### src/rtl/operand_fetch.sv
// -----------------------------------------------------------------------------
// operand_fetch
//   Register-read stage of the 16-bit MIPS pipeline. Holds the architectural
//   register file (one writeback write port, two decode read ports), tracks
//   in-flight destinations in a scoreboard so RAW/WAW hazards stall decode, and
//   hands registered operands to execute over a valid/ready handshake.
//
// Configuration macro:
//   BYPASS_EN  when defined, a writeback arriving this cycle is forwarded to the
//              operand read ports and releases a RAW stall in the same cycle.
//              When undefined, reads see stored contents only and a RAW stall
//              releases one cycle after the writeback.
//
// Ports:
//   clk                 rising-edge clock
//   reset               asynchronous, active-low reset
//   id_valid/id_ready   decode handshake
//   id_rs, id_rt        source A/B register addresses
//   id_rd, id_wr        destination address and its write flag
//   wb_en, wb_addr      writeback write enable and destination
//   ans_wb              writeback data
//   ex_valid/ex_ready   execute handshake
//   ex_op_a, ex_op_b    registered operands
//   ex_rd, ex_wr        destination and write flag passed down the pipe
// -----------------------------------------------------------------------------
module operand_fetch #(
  parameter int DATA_W = 16,
  parameter int REG_N  = 8,
  parameter int ADDR_W = 3
) (
  input  logic              clk,
  input  logic              reset,
  input  logic              id_valid,
  output logic              id_ready,
  input  logic [ADDR_W-1:0] id_rs,
  input  logic [ADDR_W-1:0] id_rt,
  input  logic [ADDR_W-1:0] id_rd,
  input  logic              id_wr,
  input  logic              wb_en,
  input  logic [ADDR_W-1:0] wb_addr,
  input  logic [DATA_W-1:0] ans_wb,
  output logic              ex_valid,
  input  logic              ex_ready,
  output logic [DATA_W-1:0] ex_op_a,
  output logic [DATA_W-1:0] ex_op_b,
  output logic [ADDR_W-1:0] ex_rd,
  output logic              ex_wr
);

  logic [DATA_W-1:0] regs [REG_N];
  logic [REG_N-1:0]  pending;
  logic [REG_N-1:0]  pending_next;
  logic [REG_N-1:0]  wb_hit;
  logic [REG_N-1:0]  blocked;
  logic [DATA_W-1:0] op_a;
  logic [DATA_W-1:0] op_b;
  logic              hazard;
  logic              accept;

  // One-hot view of the register being written back this cycle.
  always_comb begin
    wb_hit = '0;
    if (wb_en) wb_hit[wb_addr] = 1'b1;
  end

  // Which source registers currently block a read. With forwarding, the
  // register whose result is arriving right now is no longer a hazard.
  always_comb begin
`ifdef BYPASS_EN
    blocked = pending & ~wb_hit;
`else
    blocked = pending;
`endif
  end

  // Operand read ports. R0 always reads zero regardless of storage or bypass.
  always_comb begin
    op_a = regs[id_rs];
    op_b = regs[id_rt];
`ifdef BYPASS_EN
    if (wb_hit[id_rs]) op_a = ans_wb;
    if (wb_hit[id_rt]) op_b = ans_wb;
`endif
    if (id_rs == '0) op_a = '0;
    if (id_rt == '0) op_b = '0;
  end

  // WAW uses the raw pending bit: a second writer to the same register waits
  // until the first writeback has fully retired from the scoreboard.
  always_comb begin
    hazard = ((id_rs != '0) && blocked[id_rs]) ||
             ((id_rt != '0) && blocked[id_rt]) ||
             (id_wr && (id_rd != '0) && pending[id_rd]);
    id_ready = (!ex_valid || ex_ready) && !hazard;
    accept   = id_valid && id_ready;
  end

  // Scoreboard update: writeback clears, a newly accepted writer sets, and the
  // set is applied last so it wins when both target the same register.
  always_comb begin
    pending_next = pending & ~wb_hit;
    if (accept && id_wr && (id_rd != '0)) pending_next[id_rd] = 1'b1;
    pending_next[0] = 1'b0;
  end

  // Register file storage; writes to R0 are discarded.
  always_ff @(posedge clk or negedge reset) begin
    if (!reset) begin
      for (int i = 0; i < REG_N; i++) regs[i] <= '0;
    end else if (wb_en && (wb_addr != '0)) begin
      regs[wb_addr] <= ans_wb;
    end
  end

  // Scoreboard register.
  always_ff @(posedge clk or negedge reset) begin
    if (!reset) pending <= '0;
    else        pending <= pending_next;
  end

  // Output register toward execute. Contents only change on accept, so they
  // stay stable while execute back-pressures.
  always_ff @(posedge clk or negedge reset) begin
    if (!reset) begin
      ex_valid <= 1'b0;
      ex_op_a  <= '0;
      ex_op_b  <= '0;
      ex_rd    <= '0;
      ex_wr    <= 1'b0;
    end else if (accept) begin
      ex_valid <= 1'b1;
      ex_op_a  <= op_a;
      ex_op_b  <= op_b;
      ex_rd    <= id_rd;
      ex_wr    <= id_wr;
    end else if (ex_ready) begin
      ex_valid <= 1'b0;
    end
  end

endmodule
### config.mk
export PLATFORM = sky130hd
export DESIGN_NAME = operand_fetch
export DESIGN_NICKNAME = d
export VERILOG_FILES = /design/src/rtl/operand_fetch.sv
export SDC_FILE = /design/constraint.sdc
export NUM_CORES = 1
export LEC_CHECK = 0
export ABC_AREA = 1
export ABC_CLOCK_PERIOD_IN_PS = 1600
export CAP_MARGIN = 20
export CORE_ASPECT_RATIO = 2
export CORE_MARGIN = 2
export CORE_UTILIZATION = 35
export DETAILED_ROUTE_END_ITERATION = 8
export GPL_TIMING_DRIVEN = 0
export PLACE_DENSITY_LB_ADDON = 0.15
export SLEW_MARGIN = 20
export SYNTH_ARGS = -nofsm -noshare
export SYNTH_HDL_FRONTEND = slang
export SYNTH_SLANG_ARGS = --single-unit
### constraint.sdc
create_clock -name clk -period 1.6 [get_ports clk]
set_input_delay 0.16 -clock clk [delete_from_list [all_inputs] [get_ports clk]]
set_output_delay 0.16 -clock clk [all_outputs]
set_load 0.005 [all_outputs]
==> impl_metrics.toml, run 1 <==
[floorplan]
floorplan.die.height_um = 219
floorplan.die_area_um2 = 24400
core_um2 = 22700
io_pins = 72
placement_rows = 78
chipWidth_um = 112
initial_utilization = 0.356

[clocking]
cts.reportedPaths.clkPinSlew_ns = 0.07
clock_tree.root_cell = "sky130_fd_sc_hd__clkbuf_16"
maximum_buffer_depth_of_the_clock_tree = 2
cts.sinks = 156
cts_inserted_buffers = 17
cts_tree = "yes"
htreeDepth = 4
clock_latency_ns = 0.46

[worst_setup_path]
timing.critical_path.to_type = "output pin"
critPathCapture = "id_ready"
cp.arrival_ns = 1.71
sum_of_buffers_and_inverters_on_the_critical_path = 2
path_max_fanout = 3
reg2reg_to = "blocked[7]"
worstSetupPathType = "reg -> out"
cp-start-kind = "flip-flop"
worst_path_max_delay_cell = "sky130_fd_sc_hd__dfrtp_1"
cp_slowest_stage_delay_ns = 0.44
timing.critical_path.max_delay_family = "simple AND/OR/NAND/NOR gates"
worst_path_most_repeated_cell = "sky130_fd_sc_hd__nand2_1"
critical_path.cell_chain = "nand2_1, nand3_2, nand2_1, nand2_1, nand2_1, nand2_2, nor2_4, buf_8, buf_6"
regToRegStartpoint = "blocked[4]"
r2r_setup_slack_ns = -0.18
timing.reg2reg.worst_path_depth = 13
setup.worst_path.start = "blocked[7]"
critical_path_required_ns = 1.44
timing.critical_path.depth = 9

[sta]
final_count_of_hold_timing_violations = 0
post-route-period-util = 1.17
max_freq_mhz = 534
timing.setup.tns_ns = -5.70
post-route-min-period_ns = 1.87
grt_setup_unrepaired = "true"
slew_of_the_pin_with_the_lowest_slew_margin_ns = 0.817
worst_clock_skew_ns = 0.00646
maxSlewHeadroom = 0.455
layout_setup_ws_ns = -0.273
timing_max_transition_violations_final = 0
finalSetupViolCount = 45

[pwr]
internal_power_w = 0.00872
switching_share = 0.332
leakage_power_summed_over_all_cells_nw = 4.82
report.power.total_w = 0.0131
power.share.combinational = 0.272
max-vdd-ir-drop_v = 0.000879
clkPwrFrac = 0.310
power_switching_w = 0.00434
seq_power_share = 0.418
power_density_nw_per_um2 = 1270

[run_status]
failing_checks = "setup timing"
outcome = "complete, but fails checks"

[synth]
number_of_synthesized_flops_with_an_enable_pin = 0
synthTopCellsByCount = "sky130_fd_sc_hd__nand2_1, sky130_fd_sc_hd__o21ai_0, sky130_fd_sc_hd__dfrtp_1"
netlist_top_cells_area = "sky130_fd_sc_hd__dfrtp_1, sky130_fd_sc_hd__nand2_1, sky130_fd_sc_hd__o21ai_0"
yosys_most_used_dff = "sky130_fd_sc_hd__dfrtp_1"
most_common_cell_in_the_synthesized_netlist = "sky130_fd_sc_hd__nand2_1"
syn-cell-area_um2 = 8090
yosys_warnings = 0
synth.ff_latch_count = 156
synth_top_area_share = 0.482
synth.yosys.seq_area_share = 0.482
synth_fp_nets = 1136
ys_types = 27
syn-instance-count = 1102
post-synth-top-area-cell = "sky130_fd_sc_hd__dfrtp_1"
avgSynthCellArea_um2 = 7.34
share_of_flip_flops_with_an_asynchronous_set_or_reset = 1.00

[detailed_routing]
detail_route.wirelength_um = 31200
first_iter_violations = 692
detailedRoute.firstPassIterationCount = 5
via_per_inst = 5.35
drt.antenna.violating_nets = 0
drc_errors = 0
detail_route.wl_per_cell_um = 20.8
vias = 8033

[layout]
drive_above_1_share = 0.138
num_antenna_cells = 0
fin_cells = 1501
finalCoreUtilization = 0.451
nFillCells = 2351
layout.nets = 1242
layout-area-overhead-vs-synth_pct = 26.7

[global_route]
antenna_found_initial = 0
first_global_vias = 8132
grt_max_degree = 88
grt_first_pass_wirelength_um = 48200
grt_overflow_total = 0
track_usage = 0.265

[place]
placement.setup.worst_slack_ns = -1.07
place.gp.congestion = 0.941
hpwl_um = 22800
port_buffers = 65
dpl.cell_count = 1448

[hold_path]
timing.hold.worst.class = "in -> reg"

[flow_run]
max_cap_viol_count = 0
[power by group through the flow]
stage | registers [W] | clock network (W) | logic (W)
6_report | 0.00546 | 0.00404 | 0.00356
5_1_grt | 0.00557 | 0.00425 | 0.00396
4_1_cts | 0.00544 | 0.00411 | 0.00343
3_5_place_dp | 0.00546 | 0 | 0.00308
3_3_place_gp | 0.00544 | 0 | 0.00304
2_1_floorplan | 0.00535 | 0 | 0.00166
[routing by layer]
| metal | vias up | routed length, um | global-route usage |
|---|---|---|---|
| met4 | 0 | 1930 | 0.156 |
| met1 | 3772 | 11400 | 0.285 |
| met2 | 340 | 16300 | 0.490 |
| met3 | 103 | 1560 | 0.0362 |
| li1 | 3818 | - | - |
| met5 | - | 0 | 0 |
[worst min-delay path, delay by kind of cell]
kind	cells	cell delay, ns
buffers and inverters	2	0.20
AOI/OAI and AO/OA	1	0.07
[registers in the layout (all words and copies together), names as in the netlist]
| register | count |
|---|---|
| blocked | 7 |
| regs | 112 |
| ex_op_a | 16 |
| ex_valid | 1 |
| ex_op_b | 16 |
| ex_wr | 1 |
| ex_rd | 3 |
[placed cells by master (no fill, tap or decap), drive strengths merged, types with 5 or more instances in the layout]
cell type | netlist | routed
nand2 | 345 | 345
clkinv | 0 | 7
nor2 | 45 | 45
nand4 | 10 | 10
nand3 | 54 | 54
o221ai | 5 | 5
dfrtp | 156 | 156
o22ai | 5 | 5
buf | 20 | 43
clkbuf | 54 | 72
clkdlybuf4s50 | 0 | 61
a21oi | 72 | 72
o21ai | 230 | 230
inv | 99 | 103
[cell type report]
class / count / area (um^2) / area share
clock buffer: 18 / 439 / 0.0428
tap: 280 / 350 / 0.0342
timing repair buffer: 88 / 973 / 0.0949
buffer: 73 / 412 / 0.0401
sequential: 156 / 3910 / 0.381
multi-input combinational: 773 / 3660 / 0.357
inverter: 99 / 372 / 0.0362
clock inverter: 14 / 138 / 0.0134
[how the worst min path moves through the flow]
stage                   from    endpoint  slack [ns]  depth (start not counted)
CTS                 id_rd[2]    ex_rd[2]        0.01                          3
finish              id_rd[2]    ex_rd[2]        0.02                          3
floorplan              reset  blocked[1]       -0.14                          0
global placement       ex_wr       ex_wr        0.46                          2
global route        id_rd[2]    ex_rd[2]        0.05                          3
detailed placement     reset    regs[30]        0.17                          1
[per-stage QoR]
| stage | hold slack, ns | area (um^2) |
|---|---|---|
| floorplan | -0.136 | 8090 |
| global placement | 0.456 | 9090 |
| detailed placement | 0.172 | 9130 |
| CTS | 0.0131 | 10100 |
| global route | 0.0529 | 10300 |
| finish | 0.0185 | 10300 |
[logic make-up after synthesis]
logic type      Yosys count  synth area share
simple gates            456             0.227
compound gates          317             0.203
buf+inv                 173            0.0878
flops                   156             0.482
[timing repair]
item,CTS,global route
buffers inserted,14,6
setup endpoints to repair,54,73
pin swaps,12,8
hold buffers,1,0
gates resized for setup,78,44
hold endpoints to repair,69,0
gates cloned,4,0
(Power assumes the default switching activity.)
==> inputs of run 2 (changes only) <==
--- a/config.mk
+++ b/config.mk
@@ -7,7 +7,7 @@
 export LEC_CHECK = 0
 export ABC_AREA = 1
 export ABC_CLOCK_PERIOD_IN_PS = 1600
-export CAP_MARGIN = 20
+export CAP_MARGIN = 30
 export CORE_ASPECT_RATIO = 2
 export CORE_MARGIN = 2
 export CORE_UTILIZATION = 35
==> results of run 2 <==
No change in the layout: final DEF, timing and power equal those of run 1.
==> inputs of run 3 (changes only) <==
==> constraint.sdc (replaced) <==
create_clock -name clk -period 1.6 [get_ports clk]
set_input_delay 0.16 -clock clk [delete_from_list [all_inputs] [get_ports clk]]
set_output_delay 0.16 -clock clk [all_outputs]
set_load 0.05 [all_outputs]
==> run 3 against run 2 <==
Compared with the run above: the run still ends with setup timing left; clock skew rose by 0.0012 ns; power increased by 7.9%; clock power is essentially flat; critical path type unchanged.
==> impl_metrics.toml, run 3 (same netlist as run 1, synthesis figures left out) <==
[layout]
layout.nets = 1240
finalCoreUtilization = 0.453
stdcell_area_um2 = 10300
largest_register = "regs"
largest_register_ff_count = 112
num_antenna_cells = 0
mostFrequentLayoutCells = "sky130_fd_sc_hd__nand2_1, sky130_fd_sc_hd__o21ai_0, sky130_fd_sc_hd__dfrtp_1"
fin_cells = 1497
layout-area-overhead-vs-synth_pct = 27.2
layout_top_registers = "regs x112, ex_op_a x16, ex_op_b x16"
mostFrequentLayoutCell = "sky130_fd_sc_hd__nand2_1"
drive_above_1_share = 0.145

[floorplan]
initial_utilization = 0.356
floorplan.die_area_um2 = 24400
placement_rows = 78
chipWidth_um = 112
core_um2 = 22700
floorplan.die.height_um = 219
io_pins = 72

[worst_setup_path]
cp-start-kind = "flip-flop"
critical_path_required_ns = 1.44
critPathCapture = "id_ready"
worstSetupPathType = "reg -> out"
timing.critical_path.to_type = "output pin"
reg2reg_to = "ex_op_a[5]"
setup.worst_path.start = "blocked[5]"
r2r_setup_slack_ns = -0.18
regToRegStartpoint = "blocked[6]"
cp.arrival_ns = 1.74
path_max_fanout = 4
timing.reg2reg.worst_path_depth = 12

[clocking]
cts_inserted_buffers = 17
cts.sinks = 156
maximum_buffer_depth_of_the_clock_tree = 2
clock_latency_ns = 0.45
clock_tree.root_cell = "sky130_fd_sc_hd__clkbuf_16"
htreeDepth = 4
cts_tree = "yes"
cts.reportedPaths.clkPinSlew_ns = 0.06

[sta]
slew_of_the_pin_with_the_lowest_slew_margin_ns = 0.838
grt_setup_unrepaired = "true"
post-route-min-period_ns = 1.90
timing_max_transition_violations_final = 0
worst_clock_skew_ns = 0.00766
maxSlewHeadroom = 0.441
finalSetupViolCount = 43
max_freq_mhz = 525
layout_setup_ws_ns = -0.305
timing.setup.tns_ns = -3.61
final_count_of_hold_timing_violations = 0
post-route-period-util = 1.19

[global_route]
grt_util_met2 = 0.479
global_route.usage.met3 = 0.0340
grt_overflow_total = 0
track_usage = 0.259
grt_first_pass_wirelength_um = 47200
grt_max_degree = 87
grt.busiest_layer = "met2"
first_global_vias = 7869
gr-usage-met1 = 0.283
antenna_found_initial = 0

[place]
dpl.cell_count = 1448
place.gp.congestion = 0.922
hpwl_um = 22800
port_buffers = 65
placed_cell_area_um2 = 9130

[detailed_routing]
detailedRoute.firstPassIterationCount = 5
first_iter_violations = 735
drc_errors = 0
detail_route.wl_per_cell_um = 20.8
vias = 8149
via_per_inst = 5.44
drt.antenna.violating_nets = 0
detail_route.wirelength_um = 31200

[pwr]
max-vdd-ir-drop_v = 0.000900
power_density_nw_per_um2 = 1370
leakage_power_summed_over_all_cells_nw = 4.97

[hold_path]
min-delay-start = "id_rd[2]"
timing.hold.worst.class = "in -> reg"

[flow_run]
max_cap_viol_count = 0

[run_status]
failing_checks = "setup timing"
outcome = "complete, but fails checks"
-- run 3: worst min-delay path by stage --
stage / depth (start not counted) / to
CTS: 3 / ex_rd[2]
global route: 3 / ex_rd[2]
finish: 3 / ex_rd[2]
detailed placement: 1 / regs[14]
floorplan: 0 / blocked[1]
global placement: 2 / ex_op_b[0]
-- run 3: per-stage QoR --
stage	power (W)	worst slack (ns)	hold WS, ns
final	0.0141	-0.305	0.0230
after global routing	0.0148	-0.345	0.0569
after CTS	0.0139	-0.312	0.00274
after detailed placement	0.00964	-1.25	0.221
after global placement	0.00959	-6.27	0.456
after floorplan	0.00809	0.106	-0.136
-- run 3: area by class of cell --
cell class | count | area [um^2]
multi-input combinational | 773 | 3750
inverter | 99 | 372
clock inverter | 10 | 119
buffer | 72 | 404
timing repair buffer | 87 | 936
fill | 2320 | 12400
sequential | 156 | 3910
tap | 280 | 350
clock buffer | 20 | 457
-- run 3: power by group --
group	switching [W]	leakage (nW)	internal (W)	total, W
Sequential	0.000655	1.96	0.00483	0.00549
Combinational	0.00301	2.75	0.00152	0.00453
Clock	0.00172	0.262	0.00235	0.00407
-- run 3: repair_timing --
action / CTS / global route
buffers inserted: 11 / 7
setup endpoints to repair: 91 / 54
hold buffers: 1 / 0
gates resized for setup: 116 / 63
endpoints found under the hold margin: 85 / 0
cloned: 4 / 1
pin swaps: 13 / 3
-- run 3: worst max-delay path, stage by stage (launching register included) --
cell and delay [ns]:
sky130_fd_sc_hd__dfrtp_1 0.43, sky130_fd_sc_hd__inv_1 0.07, sky130_fd_sc_hd__nand2_1 0.05, sky130_fd_sc_hd__nand3_2 0.10, sky130_fd_sc_hd__nand2_2 0.07, sky130_fd_sc_hd__nand2_2 0.06, sky130_fd_sc_hd__nand3_2 0.10, sky130_fd_sc_hd__nor2_4 0.14
sky130_fd_sc_hd__buf_8 0.12, sky130_fd_sc_hd__buf_8 0.14
-- run 3: per-layer routing --
layer  share of wire  wire, um  vias up
li1                -         -     3809
met1            0.37     11500     3877
met2            0.52     16300      353
met3           0.049      1540      110
met4           0.057      1780        0
met5               0         0        -
